$ cat src/rtl/dual_core_mem_arbiter_if.sv
// Bundle between the two cores, the arbiter and the shared single-ported data memory.
// master = core pair plus memory side, slave = arbiter.
interface dual_core_mem_arbiter_if #(
  parameter int DATA_SIZE = 32,
  parameter int MEM_SIZE  = 8,
  parameter int CNT_W     = 16
);
  logic                 req0;
  logic                 req1;
  logic                 we0;
  logic                 we1;
  logic [MEM_SIZE-1:0]  adrs0;
  logic [MEM_SIZE-1:0]  adrs1;
  logic [DATA_SIZE-1:0] wdata0;
  logic [DATA_SIZE-1:0] wdata1;
  logic                 ack0;
  logic                 ack1;
  logic [DATA_SIZE-1:0] rdata0;
  logic [DATA_SIZE-1:0] rdata1;
  logic                 mem_en;
  logic                 mem_we;
  logic [MEM_SIZE-1:0]  mem_adrs;
  logic [DATA_SIZE-1:0] mem_wdata;
  logic [DATA_SIZE-1:0] mem_rdata;
  logic                 busy;
  logic [CNT_W-1:0]     cnt0;
  logic [CNT_W-1:0]     cnt1;

  modport master (
    output req0, req1, we0, we1, adrs0, adrs1, wdata0, wdata1, mem_rdata,
    input  ack0, ack1, rdata0, rdata1, mem_en, mem_we, mem_adrs, mem_wdata, busy, cnt0, cnt1
  );

  modport slave (
    input  req0, req1, we0, we1, adrs0, adrs1, wdata0, wdata1, mem_rdata,
    output ack0, ack1, rdata0, rdata1, mem_en, mem_we, mem_adrs, mem_wdata, busy, cnt0, cnt1
  );
endinterface

$ cat src/rtl/dual_core_mem_arbiter.sv
// Round-robin arbiter sharing one synchronous single-ported data memory between two cores.
// One transaction at a time, 4 cycles each including IDLE; saturating per-core completion counters.
module dual_core_mem_arbiter #(
  parameter int DATA_SIZE = 32,
  parameter int MEM_SIZE  = 8,
  parameter int CNT_W     = 16
) (
  input logic                    sys_clk_i,
  input logic                    resetn_i,
  dual_core_mem_arbiter_if.slave arb_bus
);
  // state | meaning
  // IDLE  | no transaction; request granted and latched on exit
  // ISSUE | mem_en strobe with latched access
  // WAIT  | synchronous read data returns, captured for loads
  // RESP  | ack pulse to the selected core
  typedef enum logic [1:0] {IDLE, ISSUE, WAIT, RESP} state_e;

  localparam logic [CNT_W-1:0] CNT_MAX = {CNT_W{1'b1}};
  localparam logic [CNT_W-1:0] CNT_ONE = {{(CNT_W-1){1'b0}}, 1'b1};

  state_e               state_q;
  logic                 sel_q;
  logic                 last_q;
  logic                 we_q;
  logic [MEM_SIZE-1:0]  adrs_q;
  logic [DATA_SIZE-1:0] wdata_q;
  logic                 mem_en_q;
  logic                 busy_q;
  logic                 ack0_q;
  logic                 ack1_q;
  logic [DATA_SIZE-1:0] rdata0_q;
  logic [DATA_SIZE-1:0] rdata1_q;
  logic [CNT_W-1:0]     cnt0_q;
  logic [CNT_W-1:0]     cnt1_q;

  logic gnt_any_d;
  logic gnt_sel_d;

  // On a tie the core that was not served last wins.
  always_comb begin
    gnt_any_d = arb_bus.req0 | arb_bus.req1;
    if (arb_bus.req0 && arb_bus.req1) gnt_sel_d = ~last_q;
    else                              gnt_sel_d = arb_bus.req1;
  end

  always_ff @(posedge sys_clk_i) begin
    if (!resetn_i) begin
      state_q  <= IDLE;
      sel_q    <= 1'b0;
      last_q   <= 1'b1;
      we_q     <= 1'b0;
      adrs_q   <= '0;
      wdata_q  <= '0;
      mem_en_q <= 1'b0;
      busy_q   <= 1'b0;
      ack0_q   <= 1'b0;
      ack1_q   <= 1'b0;
      rdata0_q <= '0;
      rdata1_q <= '0;
      cnt0_q   <= '0;
      cnt1_q   <= '0;
    end else begin
      mem_en_q <= 1'b0;
      ack0_q   <= 1'b0;
      ack1_q   <= 1'b0;
      case (state_q)
        IDLE: begin
          if (gnt_any_d) begin
            sel_q    <= gnt_sel_d;
            we_q     <= gnt_sel_d ? arb_bus.we1    : arb_bus.we0;
            adrs_q   <= gnt_sel_d ? arb_bus.adrs1  : arb_bus.adrs0;
            wdata_q  <= gnt_sel_d ? arb_bus.wdata1 : arb_bus.wdata0;
            mem_en_q <= 1'b1;
            busy_q   <= 1'b1;
            state_q  <= ISSUE;
          end
        end
        ISSUE: state_q <= WAIT;
        WAIT: begin
          // ack, load data and count are registered together so they appear in RESP.
          if (sel_q) begin
            ack1_q <= 1'b1;
            if (!we_q) rdata1_q <= arb_bus.mem_rdata;
            if (cnt1_q != CNT_MAX) cnt1_q <= cnt1_q + CNT_ONE;
          end else begin
            ack0_q <= 1'b1;
            if (!we_q) rdata0_q <= arb_bus.mem_rdata;
            if (cnt0_q != CNT_MAX) cnt0_q <= cnt0_q + CNT_ONE;
          end
          last_q  <= sel_q;
          state_q <= RESP;
        end
        RESP: begin
          busy_q  <= 1'b0;
          state_q <= IDLE;
        end
        default: state_q <= IDLE;
      endcase
    end
  end

  assign arb_bus.ack0      = ack0_q;
  assign arb_bus.ack1      = ack1_q;
  assign arb_bus.rdata0    = rdata0_q;
  assign arb_bus.rdata1    = rdata1_q;
  assign arb_bus.mem_en    = mem_en_q;
  assign arb_bus.mem_we    = we_q;
  assign arb_bus.mem_adrs  = adrs_q;
  assign arb_bus.mem_wdata = wdata_q;
  assign arb_bus.busy      = busy_q;
  assign arb_bus.cnt0      = cnt0_q;
  assign arb_bus.cnt1      = cnt1_q;
endmodule

$ cat src/flat_wrapper.sv
// flat-port wrapper written by rule: the top's interface ports become plain ports
module dual_core_mem_arbiter_flat 
#(
  parameter int DATA_SIZE = 32,
  parameter int MEM_SIZE  = 8,
  parameter int CNT_W     = 16
)
  (sys_clk_i, resetn_i, arb_bus_req0, arb_bus_req1, arb_bus_we0, arb_bus_we1, arb_bus_adrs0, arb_bus_adrs1, arb_bus_wdata0, arb_bus_wdata1, arb_bus_mem_rdata, arb_bus_ack0, arb_bus_ack1, arb_bus_rdata0, arb_bus_rdata1, arb_bus_mem_en, arb_bus_mem_we, arb_bus_mem_adrs, arb_bus_mem_wdata, arb_bus_busy, arb_bus_cnt0, arb_bus_cnt1);
  dual_core_mem_arbiter_if #(.DATA_SIZE(DATA_SIZE), .MEM_SIZE(MEM_SIZE), .CNT_W(CNT_W)) arb_bus_i ();
  input logic sys_clk_i;
  input logic resetn_i;
  input wire logic [$bits(arb_bus_i.req0)-1:0] arb_bus_req0;
  input wire logic [$bits(arb_bus_i.req1)-1:0] arb_bus_req1;
  input wire logic [$bits(arb_bus_i.we0)-1:0] arb_bus_we0;
  input wire logic [$bits(arb_bus_i.we1)-1:0] arb_bus_we1;
  input wire logic [$bits(arb_bus_i.adrs0)-1:0] arb_bus_adrs0;
  input wire logic [$bits(arb_bus_i.adrs1)-1:0] arb_bus_adrs1;
  input wire logic [$bits(arb_bus_i.wdata0)-1:0] arb_bus_wdata0;
  input wire logic [$bits(arb_bus_i.wdata1)-1:0] arb_bus_wdata1;
  input wire logic [$bits(arb_bus_i.mem_rdata)-1:0] arb_bus_mem_rdata;
  output wire logic [$bits(arb_bus_i.ack0)-1:0] arb_bus_ack0;
  output wire logic [$bits(arb_bus_i.ack1)-1:0] arb_bus_ack1;
  output wire logic [$bits(arb_bus_i.rdata0)-1:0] arb_bus_rdata0;
  output wire logic [$bits(arb_bus_i.rdata1)-1:0] arb_bus_rdata1;
  output wire logic [$bits(arb_bus_i.mem_en)-1:0] arb_bus_mem_en;
  output wire logic [$bits(arb_bus_i.mem_we)-1:0] arb_bus_mem_we;
  output wire logic [$bits(arb_bus_i.mem_adrs)-1:0] arb_bus_mem_adrs;
  output wire logic [$bits(arb_bus_i.mem_wdata)-1:0] arb_bus_mem_wdata;
  output wire logic [$bits(arb_bus_i.busy)-1:0] arb_bus_busy;
  output wire logic [$bits(arb_bus_i.cnt0)-1:0] arb_bus_cnt0;
  output wire logic [$bits(arb_bus_i.cnt1)-1:0] arb_bus_cnt1;
  assign arb_bus_i.req0 = arb_bus_req0;
  assign arb_bus_i.req1 = arb_bus_req1;
  assign arb_bus_i.we0 = arb_bus_we0;
  assign arb_bus_i.we1 = arb_bus_we1;
  assign arb_bus_i.adrs0 = arb_bus_adrs0;
  assign arb_bus_i.adrs1 = arb_bus_adrs1;
  assign arb_bus_i.wdata0 = arb_bus_wdata0;
  assign arb_bus_i.wdata1 = arb_bus_wdata1;
  assign arb_bus_i.mem_rdata = arb_bus_mem_rdata;
  assign arb_bus_ack0 = arb_bus_i.ack0;
  assign arb_bus_ack1 = arb_bus_i.ack1;
  assign arb_bus_rdata0 = arb_bus_i.rdata0;
  assign arb_bus_rdata1 = arb_bus_i.rdata1;
  assign arb_bus_mem_en = arb_bus_i.mem_en;
  assign arb_bus_mem_we = arb_bus_i.mem_we;
  assign arb_bus_mem_adrs = arb_bus_i.mem_adrs;
  assign arb_bus_mem_wdata = arb_bus_i.mem_wdata;
  assign arb_bus_busy = arb_bus_i.busy;
  assign arb_bus_cnt0 = arb_bus_i.cnt0;
  assign arb_bus_cnt1 = arb_bus_i.cnt1;
  dual_core_mem_arbiter #(.DATA_SIZE(DATA_SIZE), .MEM_SIZE(MEM_SIZE), .CNT_W(CNT_W)) u_core (.sys_clk_i(sys_clk_i), .resetn_i(resetn_i), .arb_bus(arb_bus_i));
endmodule
$ cat config.mk
export PLATFORM = sky130hd
export DESIGN_NAME = dual_core_mem_arbiter_flat
export DESIGN_NICKNAME = d
export VERILOG_FILES = /design/src/rtl/dual_core_mem_arbiter_if.sv /design/src/rtl/dual_core_mem_arbiter.sv /design/src/flat_wrapper.sv
export SDC_FILE = /design/constraint.sdc
export NUM_CORES = 1
export LEC_CHECK = 0
export ABC_AREA = 1
export BUFFER_PORTS_ARGS = -buffer_cell sky130_fd_sc_hd__buf_2
export CAP_MARGIN = 20
export CORE_MARGIN = 3
export CORE_UTILIZATION = 40
export DETAILED_ROUTE_END_ITERATION = 12
export MAX_ROUTING_LAYER = met4
export PLACE_DENSITY = 0.76
export SYNTH_ARGS = -nofsm -noshare
export SYNTH_HDL_FRONTEND = slang
export SYNTH_SLANG_ARGS = --single-unit
$ cat constraint.sdc
create_clock -name sys_clk_i -period 1.9 [get_ports sys_clk_i]
set_input_delay 0.19 -clock sys_clk_i [delete_from_list [all_inputs] [get_ports sys_clk_i]]
set_output_delay 0.19 -clock sys_clk_i [all_outputs]
set_load 0.03 [all_outputs]
==> reports/metrics.cfg <==
[worst_setup_path]
critPathArrivalTime_ps=2040
cp_max_fo=32
critPathMaxStageDelay_ps=310
worst_setup_path_start_kind=flip-flop
cp_data_required_time_ps=2250
critPathTopFamily=simple AND/OR/NAND/NOR gates
critPathKind=reg2reg
worstPathBufferInverterCount=2
crit_chain=inv_1, ha_1, nand2_1, nor2_2, buf_4, o21ai_0, nor2_1
crit_path_end_kind=flip-flop
critPathSlowestCell=dfxtp_1

[sta]
skew_ps=9.742
hold_violations=0
finalSetupViolCount=0
min_period_ps=1687
fin_crit_sh=0.8880
rsz0062_at_grt=no
fmax_mhz=592.7
setup_ws_ps=212.7
final_max_slew_viol_count=0
tns_ps=0
worst_pin_slew_ps=596.8
relSlewSlack=0.6021

[outcome]
status=finished, final reports clean

[layout]
layoutNonFillerInstCount=1298
nets=1225
drive_gt1_frac=0.2917
multi_input_area_sq_um=2868
antenna_cells=0
mostFrequentLayoutCells=258 x buf_2, 193 x nor2_1, 166 x nand2_1
area_growth_pct=35.32
layout_commonest_cell=buf_2
register_area_sq_um=2903
fillCellCount=1414

[cts]
root_buffer=clkbuf_16
cts_buffers=17
clk_pin_slew_ps=70
post-cts-setup-buffers=0
ctsHtreeMaxLevel=4
clock_sinks=145
clk_latency_ps=420
clockBufferDepth=2
cts_tree=done

[placement]
dpl.hpwl_um=12650
place_congestion=0.8736
place_ws_ps=139.8
port_buffers=258
dp.cells=1252

[grt]
grt_overflow=0
first_global_vias=5896
grt_max_degree=66
grt_pass1_wl_um=28720
antenna_found_initial=0
grt_util_all_layers=0.2174

[detailed_routing]
dr.first_iter.drc_count=406
wl_per_cell_um=13.95
antenna_violating_nets_post_route=0
via_per_inst=4.954
drc=0
drt_pass1_iterations=4
drt-total-wl_um=18110
vias=6430

[pwr]
power.density_nw_per_um2=1285
leakage_nw=4.080
ir_drop_mv=0.7154
p_total_w=0.01064

[logic_synthesis]
yosys.area_share.simple=0.2913
async_reset_ff_frac=0
muxShareOfSynthArea=0
ys_types=32
syn_inst=847
synth_area_sq_um=6117
synth_edf_count=0
synth_compound_area_frac=0.1563
synthFlopType=dfxtp_1
yosys_warnings=0
syn_area_per_cell_sq_um=7.222
synth_top_family_by_area=simple AND/OR/NAND/NOR gates
ys_seq_elements=145
yosysSeqAreaShare=0.4745
synth_nets=971
synthAdderAreaFrac=0.01227
synthXorXnorAreaFrac=0.008591

[floorplan]
rows=44
design.die.area_sq_um=16810
initial_core_util=0.4146
io_pins=259
die_w_um=129.7
dieHeight_um=129.7
core_area_sq_um=14750

[worst_hold_path]
hp-class=in2reg

[job]
drv_cap=0

## report_power, final
| group | total, W | leakage (nW) | internal (W) | switching (W) |
|---|---|---|---|---|
| clock network | 0.00336 | 0.295 | 0.00188 | 0.00148 |
| registers | 0.00395 | 1.18 | 0.00364 | 0.000314 |
| logic | 0.00333 | 2.60 | 0.000960 | 0.00237 |
## sequential cells by signal, summed over array words and instances (netlist names)
register,flops
u_core.last_q,1
u_core.sel_q,1
u_core.arb_bus.rdata1,32
u_core.arb_bus.busy,1
u_core.arb_bus.cnt0,16
u_core.state_q,2
u_core.arb_bus.ack1,1
u_core.arb_bus.rdata0,32
u_core.arb_bus.mem_adrs,8
u_core.arb_bus.ack0,1
u_core.arb_bus.mem_wdata,32
u_core.arb_bus.mem_we,1
u_core.arb_bus.mem_en,1
u_core.arb_bus.cnt1,16
## cell usage after synthesis (9+ instances only)
cell type | instances | area share
nand4_1 | 9 | 0.0092
nand3_1 | 22 | 0.018
inv_1 | 33 | 0.020
o21ai_0 | 110 | 0.090
a21oi_1 | 23 | 0.019
nor3_1 | 10 | 0.0082
nand2_1 | 167 | 0.10
a31oi_1 | 42 | 0.043
buf_2 | 9 | 0.0074
dfxtp_1 | 145 | 0.47
nor2_1 | 193 | 0.12
clkbuf_1 | 34 | 0.021
## cell type report
| class | instances | share of cell area |
|---|---|---|
| clock inverter | 15 | 0.01995 |
| inverter | 38 | 0.01723 |
| tap | 184 | 0.02781 |
| timing repair buffer | 282 | 0.1865 |
| clock buffer | 17 | 0.05139 |
| sequential | 145 | 0.3507 |
| multi-input combinational | 617 | 0.3464 |
## through the flow
step | utilization | cell area [sq um] | hold WS, ps
after floorplan | - | 6117 | 324.9
after CTS | 0.5609 | 8275 | 1.238
after global routing | 0.5611 | 8278 | 7.640
final | 0.5611 | 8278 | 14.36
after global placement | 0.5114 | 7545 | 428.8
after detailed placement | 0.5114 | 7545 | 434.2
## worst min-delay path, delay by kind of cell
family | cells | cell delay (ps)
buffers and inverters | 1 | 90
and+or+nand+nor | 2 | 120
## path summary, 6_finish.rpt
check             slack (ps)                   from                   endpoint  depth (start not counted)
hold / removal            10  arb_bus_mem_rdata[31]  u_core.arb_bus.rdata1[31]                          3
setup reg to reg         210      u_core.state_q[0]  u_core.arb_bus.rdata1[16]                          7
setup / recovery         210      u_core.state_q[0]  u_core.arb_bus.rdata1[16]                          7
hold reg to reg          490           u_core.sel_q               u_core.sel_q                          2
## metal layers
metal,routed length (um),track usage
met5,0,-
met4,522,0.08557
met3,1078,0.05029
met2,8756,0.3491
met1,7753,0.2653
## cells by family (layout without fill, tap and decap cells)
group | Yosys count | in the layout
xor+xnor | 6 | 6
simple gates | 425 | 425
fa+ha+maj | 6 | 6
flops | 145 | 145
buf+inv | 85 | 352
compound gates | 180 | 180
## timing repair
item,in CTS,in global routing
hold endpoints to repair,16,0
hold buffers,14,0
endpoints found under the setup margin,0,31
resized for setup,0,1
Power figures use the tool's default switching activity.
